**src/rtl/ldpc_3gpp_dec_mem_sched.sv**
```systemverilog
// Read-side pass scheduler for the LDPC decoder node memory: cnode/vnode passes with drain gaps.
// Optional early stop on syndrome pass: define LDPC_3GPP_DEC_MEM_SCHED_EARLY_STOP_EN.
module ldpc_3gpp_dec_mem_sched #(
  parameter int unsigned pROW_W  = 6,
  parameter int unsigned pCOL_W  = 5,
  parameter int unsigned pZC_W   = 9,
  parameter int unsigned pITER_W = 6,
  parameter int unsigned pDRAIN  = 8
) (
  input  logic               iclk,
  input  logic               ireset_n,
  input  logic               iclkena,
  input  logic               istart,
  input  logic [pROW_W-1:0]  irow_num,
  input  logic [pCOL_W-1:0]  icol_num,
  input  logic [pZC_W-1:0]   iused_zc,
  input  logic [pITER_W-1:0] iiter_num,
  input  logic               isyndrome_ok,
  output logic               obusy,
  output logic               oread,
  output logic               oc_nv_mode,
  output logic               osof,
  output logic               osop,
  output logic               oeop,
  output logic               oeof,
  output logic [pROW_W-1:0]  ohb_row,
  output logic [pCOL_W-1:0]  ohb_col,
  output logic [pZC_W-1:0]   ozc_idx,
  output logic [pITER_W-1:0] oiter,
  output logic               odone
);

  localparam int unsigned DRAIN_W = (pDRAIN > 1) ? $clog2(pDRAIN) : 1;
  localparam logic [DRAIN_W-1:0] DRAIN_LOAD = DRAIN_W'((pDRAIN > 0) ? pDRAIN - 1 : 0);

  localparam logic [2:0] S_IDLE   = 3'd0;
  localparam logic [2:0] S_CNODE  = 3'd1;
  localparam logic [2:0] S_CDRAIN = 3'd2;
  localparam logic [2:0] S_VNODE  = 3'd3;
  localparam logic [2:0] S_VDRAIN = 3'd4;
  localparam logic [2:0] S_DONE   = 3'd5;

  logic [2:0]         state_q, state_d;
  logic [pROW_W-1:0]  row_q, row_d, cfg_row_q, cfg_row_d;
  logic [pCOL_W-1:0]  col_q, col_d, cfg_col_q, cfg_col_d;
  logic [pZC_W-1:0]   zc_q, zc_d, cfg_zc_q, cfg_zc_d;
  logic [pITER_W-1:0] iter_q, iter_d, cfg_iter_q, cfg_iter_d;
  logic [DRAIN_W-1:0] drain_q, drain_d;

  logic row_last_c, col_last_c, zc_last_c, pass_last_c, iter_last_c, stop_c, cfg_zero_c;

  assign row_last_c  = (row_q == cfg_row_q - pROW_W'(1));
  assign col_last_c  = (col_q == cfg_col_q - pCOL_W'(1));
  assign zc_last_c   = (zc_q == cfg_zc_q - pZC_W'(1));
  assign pass_last_c = row_last_c && col_last_c && zc_last_c;
  assign iter_last_c = (iter_q == cfg_iter_q - pITER_W'(1));
  assign cfg_zero_c  = (irow_num == '0) || (icol_num == '0) || (iused_zc == '0) || (iiter_num == '0);

`ifdef LDPC_3GPP_DEC_MEM_SCHED_EARLY_STOP_EN
  assign stop_c = iter_last_c || isyndrome_ok;
`else
  logic unused_syndrome;
  assign unused_syndrome = isyndrome_ok;
  assign stop_c = iter_last_c;
`endif

  // Next-state and index sequencing; cnode order row/col/zc, vnode order col/zc/row.
  always_comb begin
    state_d    = state_q;
    row_d      = row_q;
    col_d      = col_q;
    zc_d       = zc_q;
    iter_d     = iter_q;
    drain_d    = drain_q;
    cfg_row_d  = cfg_row_q;
    cfg_col_d  = cfg_col_q;
    cfg_zc_d   = cfg_zc_q;
    cfg_iter_d = cfg_iter_q;
    case (state_q)
      S_IDLE: begin
        if (istart) begin
          cfg_row_d  = irow_num;
          cfg_col_d  = icol_num;
          cfg_zc_d   = iused_zc;
          cfg_iter_d = iiter_num;
          row_d      = '0;
          col_d      = '0;
          zc_d       = '0;
          iter_d     = '0;
          state_d    = cfg_zero_c ? S_DONE : S_CNODE;
        end
      end
      S_CNODE: begin
        if (pass_last_c) begin
          row_d = '0;
          col_d = '0;
          zc_d  = '0;
          if (pDRAIN == 0) begin
            state_d = S_VNODE;
          end else begin
            state_d = S_CDRAIN;
            drain_d = DRAIN_LOAD;
          end
        end else if (!zc_last_c) begin
          zc_d = zc_q + pZC_W'(1);
        end else begin
          zc_d = '0;
          if (!col_last_c) begin
            col_d = col_q + pCOL_W'(1);
          end else begin
            col_d = '0;
            row_d = row_q + pROW_W'(1);
          end
        end
      end
      S_CDRAIN: begin
        if (drain_q == '0) state_d = S_VNODE;
        else               drain_d = drain_q - DRAIN_W'(1);
      end
      S_VNODE: begin
        if (pass_last_c) begin
          row_d = '0;
          col_d = '0;
          zc_d  = '0;
          if (pDRAIN == 0) begin
            state_d = stop_c ? S_DONE : S_CNODE;
            if (!stop_c) iter_d = iter_q + pITER_W'(1);
          end else begin
            state_d = S_VDRAIN;
            drain_d = DRAIN_LOAD;
          end
        end else if (!row_last_c) begin
          row_d = row_q + pROW_W'(1);
        end else begin
          row_d = '0;
          if (!zc_last_c) begin
            zc_d = zc_q + pZC_W'(1);
          end else begin
            zc_d  = '0;
            col_d = col_q + pCOL_W'(1);
          end
        end
      end
      S_VDRAIN: begin
        if (drain_q == '0) begin
          state_d = stop_c ? S_DONE : S_CNODE;
          if (!stop_c) iter_d = iter_q + pITER_W'(1);
        end else begin
          drain_d = drain_q - DRAIN_W'(1);
        end
      end
      S_DONE:  state_d = S_IDLE;
      default: state_d = S_IDLE;
    endcase
  end

  // Output decode of the next cycle so every output leaves a flop.
  logic rd_d_c, cmode_d_c, first_d_c, last_d_c, sop_d_c, eop_d_c;
  logic rl_d_c, cl_d_c, zl_d_c;

  assign rl_d_c    = (row_d == cfg_row_d - pROW_W'(1));
  assign cl_d_c    = (col_d == cfg_col_d - pCOL_W'(1));
  assign zl_d_c    = (zc_d == cfg_zc_d - pZC_W'(1));
  assign rd_d_c    = (state_d == S_CNODE) || (state_d == S_VNODE);
  assign cmode_d_c = (state_d != S_VNODE) && (state_d != S_VDRAIN);
  assign first_d_c = (row_d == '0) && (col_d == '0) && (zc_d == '0);
  assign last_d_c  = rl_d_c && cl_d_c && zl_d_c;
  assign sop_d_c   = (state_d == S_CNODE) ? (zc_d == '0) : (row_d == '0);
  assign eop_d_c   = (state_d == S_CNODE) ? zl_d_c : rl_d_c;

  always_ff @(posedge iclk or negedge ireset_n) begin
    if (!ireset_n) begin
      state_q    <= S_IDLE;
      row_q      <= '0;
      col_q      <= '0;
      zc_q       <= '0;
      iter_q     <= '0;
      drain_q    <= '0;
      cfg_row_q  <= '0;
      cfg_col_q  <= '0;
      cfg_zc_q   <= '0;
      cfg_iter_q <= '0;
      obusy      <= 1'b0;
      oread      <= 1'b0;
      oc_nv_mode <= 1'b1;
      osof       <= 1'b0;
      osop       <= 1'b0;
      oeop       <= 1'b0;
      oeof       <= 1'b0;
      ohb_row    <= '0;
      ohb_col    <= '0;
      ozc_idx    <= '0;
      oiter      <= '0;
      odone      <= 1'b0;
    end else if (iclkena) begin
      state_q    <= state_d;
      row_q      <= row_d;
      col_q      <= col_d;
      zc_q       <= zc_d;
      iter_q     <= iter_d;
      drain_q    <= drain_d;
      cfg_row_q  <= cfg_row_d;
      cfg_col_q  <= cfg_col_d;
      cfg_zc_q   <= cfg_zc_d;
      cfg_iter_q <= cfg_iter_d;
      obusy      <= (state_d != S_IDLE) && (state_d != S_DONE);
      oread      <= rd_d_c;
      oc_nv_mode <= cmode_d_c;
      osof       <= rd_d_c && first_d_c;
      osop       <= rd_d_c && sop_d_c;
      oeop       <= rd_d_c && eop_d_c;
      oeof       <= rd_d_c && last_d_c;
      ohb_row    <= row_d;
      ohb_col    <= col_d;
      ozc_idx    <= zc_d;
      oiter      <= iter_d;
      odone      <= (state_d == S_DONE);
    end
  end

endmodule

```
**config.mk**
```make
export PLATFORM = sky130hd
export DESIGN_NAME = ldpc_3gpp_dec_mem_sched
export DESIGN_NICKNAME = d
export VERILOG_FILES = /design/src/rtl/ldpc_3gpp_dec_mem_sched.sv
export SDC_FILE = /design/constraint.sdc
export NUM_CORES = 1
export LEC_CHECK = 0
export CAP_MARGIN = 30
export CORE_MARGIN = 3
export CORE_UTILIZATION = 60
export CTS_CLUSTER_SIZE = 12
export DETAILED_ROUTE_END_ITERATION = 8
export DONT_BUFFER_PORTS = 1
export MAX_ROUTING_LAYER = met4
export PLACE_DENSITY = 0.8
export SLEW_MARGIN = 20
export SYNTH_ARGS = -nofsm -noshare
export SYNTH_HDL_FRONTEND = slang
export SYNTH_SLANG_ARGS = --single-unit
```
**constraint.sdc**
```tcl
create_clock -name iclk -period 7.1 [get_ports iclk]
set_input_delay 1.065 -clock iclk [delete_from_list [all_inputs] [get_ports iclk]]
set_output_delay 1.065 -clock iclk [all_outputs]
set_load 0.03 [all_outputs]
```
==> run_results.csv, run 1 <==
group,metric,value,unit
run_status,status,"finished, final reports clean",
worst_hold_path,hold_path_class,"in2async",
timing,slew-limit-headroom,29.8,%
power_and_ir_drop,total_power,0.00223,W
yosys,synth_top_flop_cell,"dfrtp_1",
flow_run,drv_cap,0,
finish,fill_cells,750,
setup_path,critPathArrivalTime,4.36,ns
place,dp_hpwl,11200,µm
finish,final_cells,750,
power_and_ir_drop,power.leakage,2.26,nW
setup_path,startpoint_type,"register",
grt,grt_pass1_vias,4886,
timing,drv_slew,0,
yosys,synthDistinctLibCells,82,
clock_tree,post_cts_resized,0,
yosys,yosys-top-cells-area,"dfrtp_1 29%, mux2_2 6.6%, mux2i_1 4.4%",
routing,antenna_left,0,
yosys,synthesis.area,0.00564,mm²
place,place.gp.congestion,0.966,
setup_path,rr_startpoint,"col_q[4]",
setup_path,cp.required,7.36,ns
floorplanning,placementRows,34,
floorplanning,ios,65,
clock_tree,cts_root_buffer,"clkbuf_8",
timing,rsz0062_at_grt,"false",
power_and_ir_drop,switching_power,0.00111,W
clock_tree,cts_buffers,9,
timing,clock_skew,0.0108,ns
routing,drtIter0Drc,409,
power_and_ir_drop,p_clk_share,12.7,%
finish,diodes,0,
yosys,syn_nets,700,
yosys,avgSynthCellArea,8.59,µm²
place,place_area,0.00563,mm²
setup_path,worstPathMaxFanout,11,
routing,wl_per_cell,20.6,µm
timing,finalSetupViolCount,0,
routing,vias,5221,
timing,finalCriticalPeriod,4.10,ns
timing,clock.fmax,244,MHz
power_and_ir_drop,power.share.switching,49.6,%
timing,final.setup.tns,0,ns
yosys,yosys.area.top_type,"dfrtp_1",
setup_path,startpoint,"col_q[4]",
clock_tree,htree_levels,3,
yosys,synth_top_cell_area_share,28.9,%
clock_tree,clockBufferDepth,2,
power_and_ir_drop,internal_power,0.00112,W
floorplanning,core_area,0.00893,mm²
routing,drc,0,
timing,hold_viol_final,0,
place,port_buffers,0,
power_and_ir_drop,pwr-share-comb,51.5,%
timing,worstMarginPinSlew,1.05,ns
clock_tree,clock_latency,0.36,ns
grt,grt_pass1_wl,24500,µm
clock_tree,post_cts_buffers,0,
routing,dr.pass1.iters,5,
finish,nets,681,
floorplanning,die_h,103,µm
routing,wirelength,15500,µm
setup_path,endpoint_kind,"register",
clock_tree,clk_pin_slew,0.08,ns
grt,overflow,0,
floorplanning,dieArea,0.0106,mm²
finish,areaGrowthSynthToFinish,2.98,%
place,dp_cells,733,
clock_tree,hold_buffers,0,
yosys,ys_warn_count,0,
yosys,synth_seq_area_share,29.3,%
grt,grt_max_degree,67,
finish,drive_gt1_share,12.3,%
yosys,syn_inst,656,
timing,fin_crit_sh,57.7,%
power_and_ir_drop,power.density,384,mW/mm²
grt,gr-usage-all-layers,30.4,%
routing,via_per_inst,6.96,
power_and_ir_drop,irDropWorstVdd,0.220,mV
finish,final_area,0.00580,mm²
yosys,postSynth.asyncResetShare,100,%
setup_path,worstSetupPathType,"reg2reg",
floorplanning,dieWidth,103,µm
floorplanning,initial_core_util,63.1,%
clock_tree,cts_tree,"done",
clock_tree,cts_sinks,66,
grt,grt_antenna_before_repair,0,
timing,holdWs,0.393,ns
yosys,ys_ff_latch,66,
power_and_ir_drop,pwr-share-seq,35.8,%
yosys,synth_edf_count,0,
==> layer usage <==
metal | vias up | global-route usage, % | part of all wire [%]
met3 | 40 | 6.77 | 7.4
met2 | 243 | 49.5 | 49
met4 | 0 | 10.1 | 2.8
met5 | - | - | 0
li1 | 2385 | - | -
met1 | 2553 | 37.4 | 41
==> worst max-delay path: stages, from the launching register on <==
cell       delay, ns
dfrtp_1         0.63
xor2_1          0.34
a21oi_1         0.14
o2111ai_1       0.65
nor4_1          0.13
a21oi_1         0.36
clkbuf_4        0.29
a21oi_2         0.12
or3_1           0.38
a311oi_1        0.42
o211ai_1        0.19
o41ai_2         0.34
==> registers in the layout, summed over array words and instances, names as in the netlist, 3 cells and up <==
name	count
iter_q	6
cfg_col_q	5
drain_q	3
cfg_zc_q	9
col_q	5
state_q	3
row_q	6
cfg_iter_q	6
zc_q	9
cfg_row_q	6
==> power groups by stage <==
stage	Clock, W	Combinational (W)	Sequential, W
final	0.000284	0.00115	0.000797
after global routing	0.000306	0.00125	0.000817
after CTS	0.000288	0.00113	0.000791
after detailed placement	0	0.00111	0.000799
after global placement	0	0.00107	0.000786
after floorplan	0	0.000990	0.000681
==> synth_stat cells (all sizes together) (7+ instances only) <==
cell type  instances
xor2              26
mux2              33
nand4              9
a211oi             9
or3               11
nand2b            16
and2               8
a21oi             40
clkbuf            32
nor3              12
nand3             24
o211ai             7
o2111ai            7
inv               27
xnor2             23
a31oi             10
and3               8
nor2b              8
nor4              13
mux2i             25
o21ai             24
nor2              56
nand2             47
dfrtp             65
ha                13
==> layout by cell type (no fill, tap or decap), types with 6 or more instances in the layout <==
cell type	Yosys	final
xnor2_1	23	23
a211oi_1	8	8
o211ai_1	7	7
and2_1	7	7
nor3_1	11	11
nor4_1	13	12
ha_1	13	13
o2111ai_1	7	7
mux2_2	33	33
dfrtp_1	65	65
nand4_1	9	9
nor2_1	56	56
and3_1	8	8
nand3b_1	6	6
a21oi_1	39	39
nand2b_1	16	16
or3_1	10	10
xor2_1	26	26
mux2i_1	25	25
o21ai_0	24	24
nand2_1	47	47
nand3_1	24	24
inv_1	27	27
a31oi_1	10	10
nor2b_1	8	8
clkbuf_8	4	9
==> area by class of cell <==
cell class / instances / area, µm² / share of cell area, %
Multi-Input combinational cell: 527 / 3700 / 63.7
Sequential cell: 66 / 1650 / 28.5
Tap cell: 108 / 135 / 2.33
Clock buffer: 11 / 131 / 2.26
Inverter: 27 / 101 / 1.75
Timing Repair Buffer: 6 / 52.6 / 0.906
Clock inverter: 5 / 31.3 / 0.539
==> worst paths after layout <==
check / cells past startpoint / to / slack [ns]
worst max-delay path: 11 / oeof / 3.00
worst min-delay path: 0 / cfg_zc_q[4] / 0.39
worst max register to register: 11 / oeof / 3.00
worst min register to register: 1 / drain_q[1] / 0.51
max in group asynchronous: 0 / oc_nv_mode / 6.53
min in group iclk: 1 / drain_q[1] / 0.51
==> metrics by stage <==
step	utilization, %	setup slack, ns
floorplan	-	2.31
global placement	62.8	2.64
detailed placement	63.1	2.72
CTS	64.9	2.76
global route	65.0	2.78
finish	65.0	3.00
==> logic make-up after synthesis <==
kind of cell / after synthesis / share of synthesized area (%)
and+or+nand+nor: 239 / 22.4
AOI/OAI and AO/OA: 168 / 21.5
DFF: 66 / 29.3
buffers and inverters: 63 / 5.31
muxes: 58 / 11.0
xor gates and xnor gates: 49 / 7.62
adders and majority gates: 13 / 2.89
No activity file was read; power rests on OpenSTA's default activity.
==> run 2, diff against run 1 <==
- clock period: 7.1 -> 4.3 ns (I/O delays scaled with it)
==> run 2 against run 1 <==
  * Non-clock buffer count grew 23
  * Count of clock-buffer cells in the layout is the same
  * Register-to-register slack lost 2.7 ns
  * Die area is the same
  * Clock skew grew 0.0018 ns
  * Largest cell class unchanged
  * Highest routed layer unchanged
==> run_results.csv, run 2 (synthesized netlist as in run 1, its figures left out) <==
group,metric,value,unit
setup_path,rr_startpoint,"cfg_zc_q[3]",
setup_path,path_cells,"or4_4, or2_0, or4_4, nand2_1, nand2_1, a32o_1, or3_1, a211oi_2, o211ai_1, o41ai_2",
finish,drive_gt1_share,15.6,%
power_and_ir_drop,power.leakage,2.41,nW
floorplanning,dieWidth,103,µm
floorplanning,die_h,103,µm
clock_tree,cts_buffers,9,
setup_path,endpoint_kind,"register",
setup_path,startpoint_type,"register",
setup_path,worstSetupPathType,"reg2reg",
routing,via_per_inst,6.80,
place,place.gp.congestion,0.907,
grt,grt_pass1_vias,5024,
finish,final_area,0.00606,mm²
place,place_area,0.00581,mm²
run_status,status,"finished, final reports clean",
timing,final.setup.tns,0,ns
clock_tree,cts_sinks,66,
grt,gr-usage-all-layers,31.0,%
setup_path,critPathArrivalTime,4.30,ns
setup_path,critical_path.slowest_cell,"or4_4",
routing,wl_per_cell,20.6,µm
power_and_ir_drop,irDropWorstVdd,0.377,mV
floorplanning,placementRows,34,
timing,worstMarginPinSlew,0.666,ns
routing,antenna_left,0,
place,port_buffers,0,
routing,wirelength,16000,µm
routing,dr.pass1.iters,5,
finish,fill_cells,719,
timing,finalCriticalPeriod,4.04,ns
grt,overflow,0,
setup_path,max_stage_delay,0.56,ns
flow_run,drv_cap,0,
timing,finalSetupViolCount,0,
grt,grt_antenna_before_repair,1,
finish,mostFrequentLayoutCell,"dfrtp_1",
clock_tree,clockBufferDepth,2,
clock_tree,clock_latency,0.36,ns
routing,wl_met1,6500,µm
clock_tree,cts_tree,"done",
power_and_ir_drop,power.density,639,mW/mm²
setup_path,worstPathMaxFanout,11,
timing,clock.fmax,248,MHz
timing,clock_skew,0.0126,ns
setup_path,cp.required,4.56,ns
grt,grt_max_degree,66,
floorplanning,core_area,0.00893,mm²
routing,routed.top_layer,"met4",
floorplanning,ios,65,
routing,drc,0,
clock_tree,clk_pin_slew,0.09,ns
timing,slew-limit-headroom,55.6,%
worst_hold_path,hold_path_class,"in2async",
place,dp_hpwl,11800,µm
routing,dr_wl_met3,1170,µm
floorplanning,dieArea,0.0106,mm²
finish,nets,704,
clock_tree,htree_levels,3,
grt,grt_pass1_wl,25000,µm
floorplanning,initial_core_util,63.1,%
finish,areaGrowthSynthToFinish,7.55,%
routing,vias,5260,
power_and_ir_drop,total_power,0.00387,W
finish,multi_input_area,0.00370,mm²
setup_path,startpoint,"cfg_zc_q[3]",
finish,top_regs,"cfg_zc_q x9, zc_q x9",
timing,fin_crit_sh,93.9,%
clock_tree,post_cts_resized,0,
timing,hold_viol_final,0,
clock_tree,cts_root_buffer,"clkbuf_8",
timing,rsz0062_at_grt,"false",
finish,final_cell_mix,"65 x dfrtp_1, 56 x nor2_1, 47 x nand2_1",
routing,wl_met2,7820,µm
routing,drtIter0Drc,296,
timing,drv_slew,0,
finish,regArea,0.00165,mm²
==> run 2: changes by cell type in the layout (fill, tap and decap cells not counted), sizes merged <==
cell	change
buf	+23
clkinvlp	-1
bufinv	+1
clkinv	-1
diode	+1
inv	+1
==> run 2: area by class of cell <==
| type | count | share of cell area (%) |
|---|---|---|
| clock buffer | 11 | 2.50 |
| multi-input combinational | 527 | 61.0 |
| inverter | 27 | 1.67 |
| clock inverter | 5 | 1.01 |
| timing repair buffer | 29 | 4.25 |
| antenna | 1 | 0.0413 |
| sequential | 66 | 27.3 |
| tap | 108 | 2.23 |
==> run 2: final timing paths <==
check / endpoint / slack (ns) / depth (start not counted)
max: oeof / 0.26 / 10
min: oc_nv_mode / 0.12 / 0
max reg2reg: oeof / 0.26 / 10
min reg2reg: drain_q[1] / 0.50 / 1
max in group asynchronous: drain_q[1] / 3.87 / 1
min in group iclk: oc_nv_mode / 0.35 / 1
==> run 2: per-stage QoR <==
step	hold slack [ns]	util, %	setup WS [ns]	cells
2_1_floorplan	0.349	-	0.128	656
3_3_place_gp	0.352	64.7	0.409	754
3_5_place_dp	0.351	65.0	0.346	755
4_1_cts	0.113	67.7	0.323	772
5_1_grt	0.111	67.8	0.100	774
6_report	0.123	67.8	0.264	774
==> run 2: timing repair <==
item,in CTS,in global routing
setup buffers,0,0
hold endpoints to repair,65,0
hold buffers,1,0
==> run 2: report_power, final <==
group	internal [W]	switching [W]
logic	0.000896	0.00122
clock network	0.000303	0.000273
registers	0.000813	0.000367
total	0.00201	0.00186
==> run 2: metal layers <==
metal,vias up,global-route usage [%]
met5,-,-
li1,2433,-
met2,214,51.1
met4,0,12.3
met3,36,5.68
met1,2577,37.5
==> run 2: worst max-delay path: cells and delay by family, from the launching register on <==
family | cells | cell delay (ns)
AOI/OAI and AO/OA | 4 | 1.13
DFF | 1 | 0.48
and+or+nand+nor | 6 | 2.34
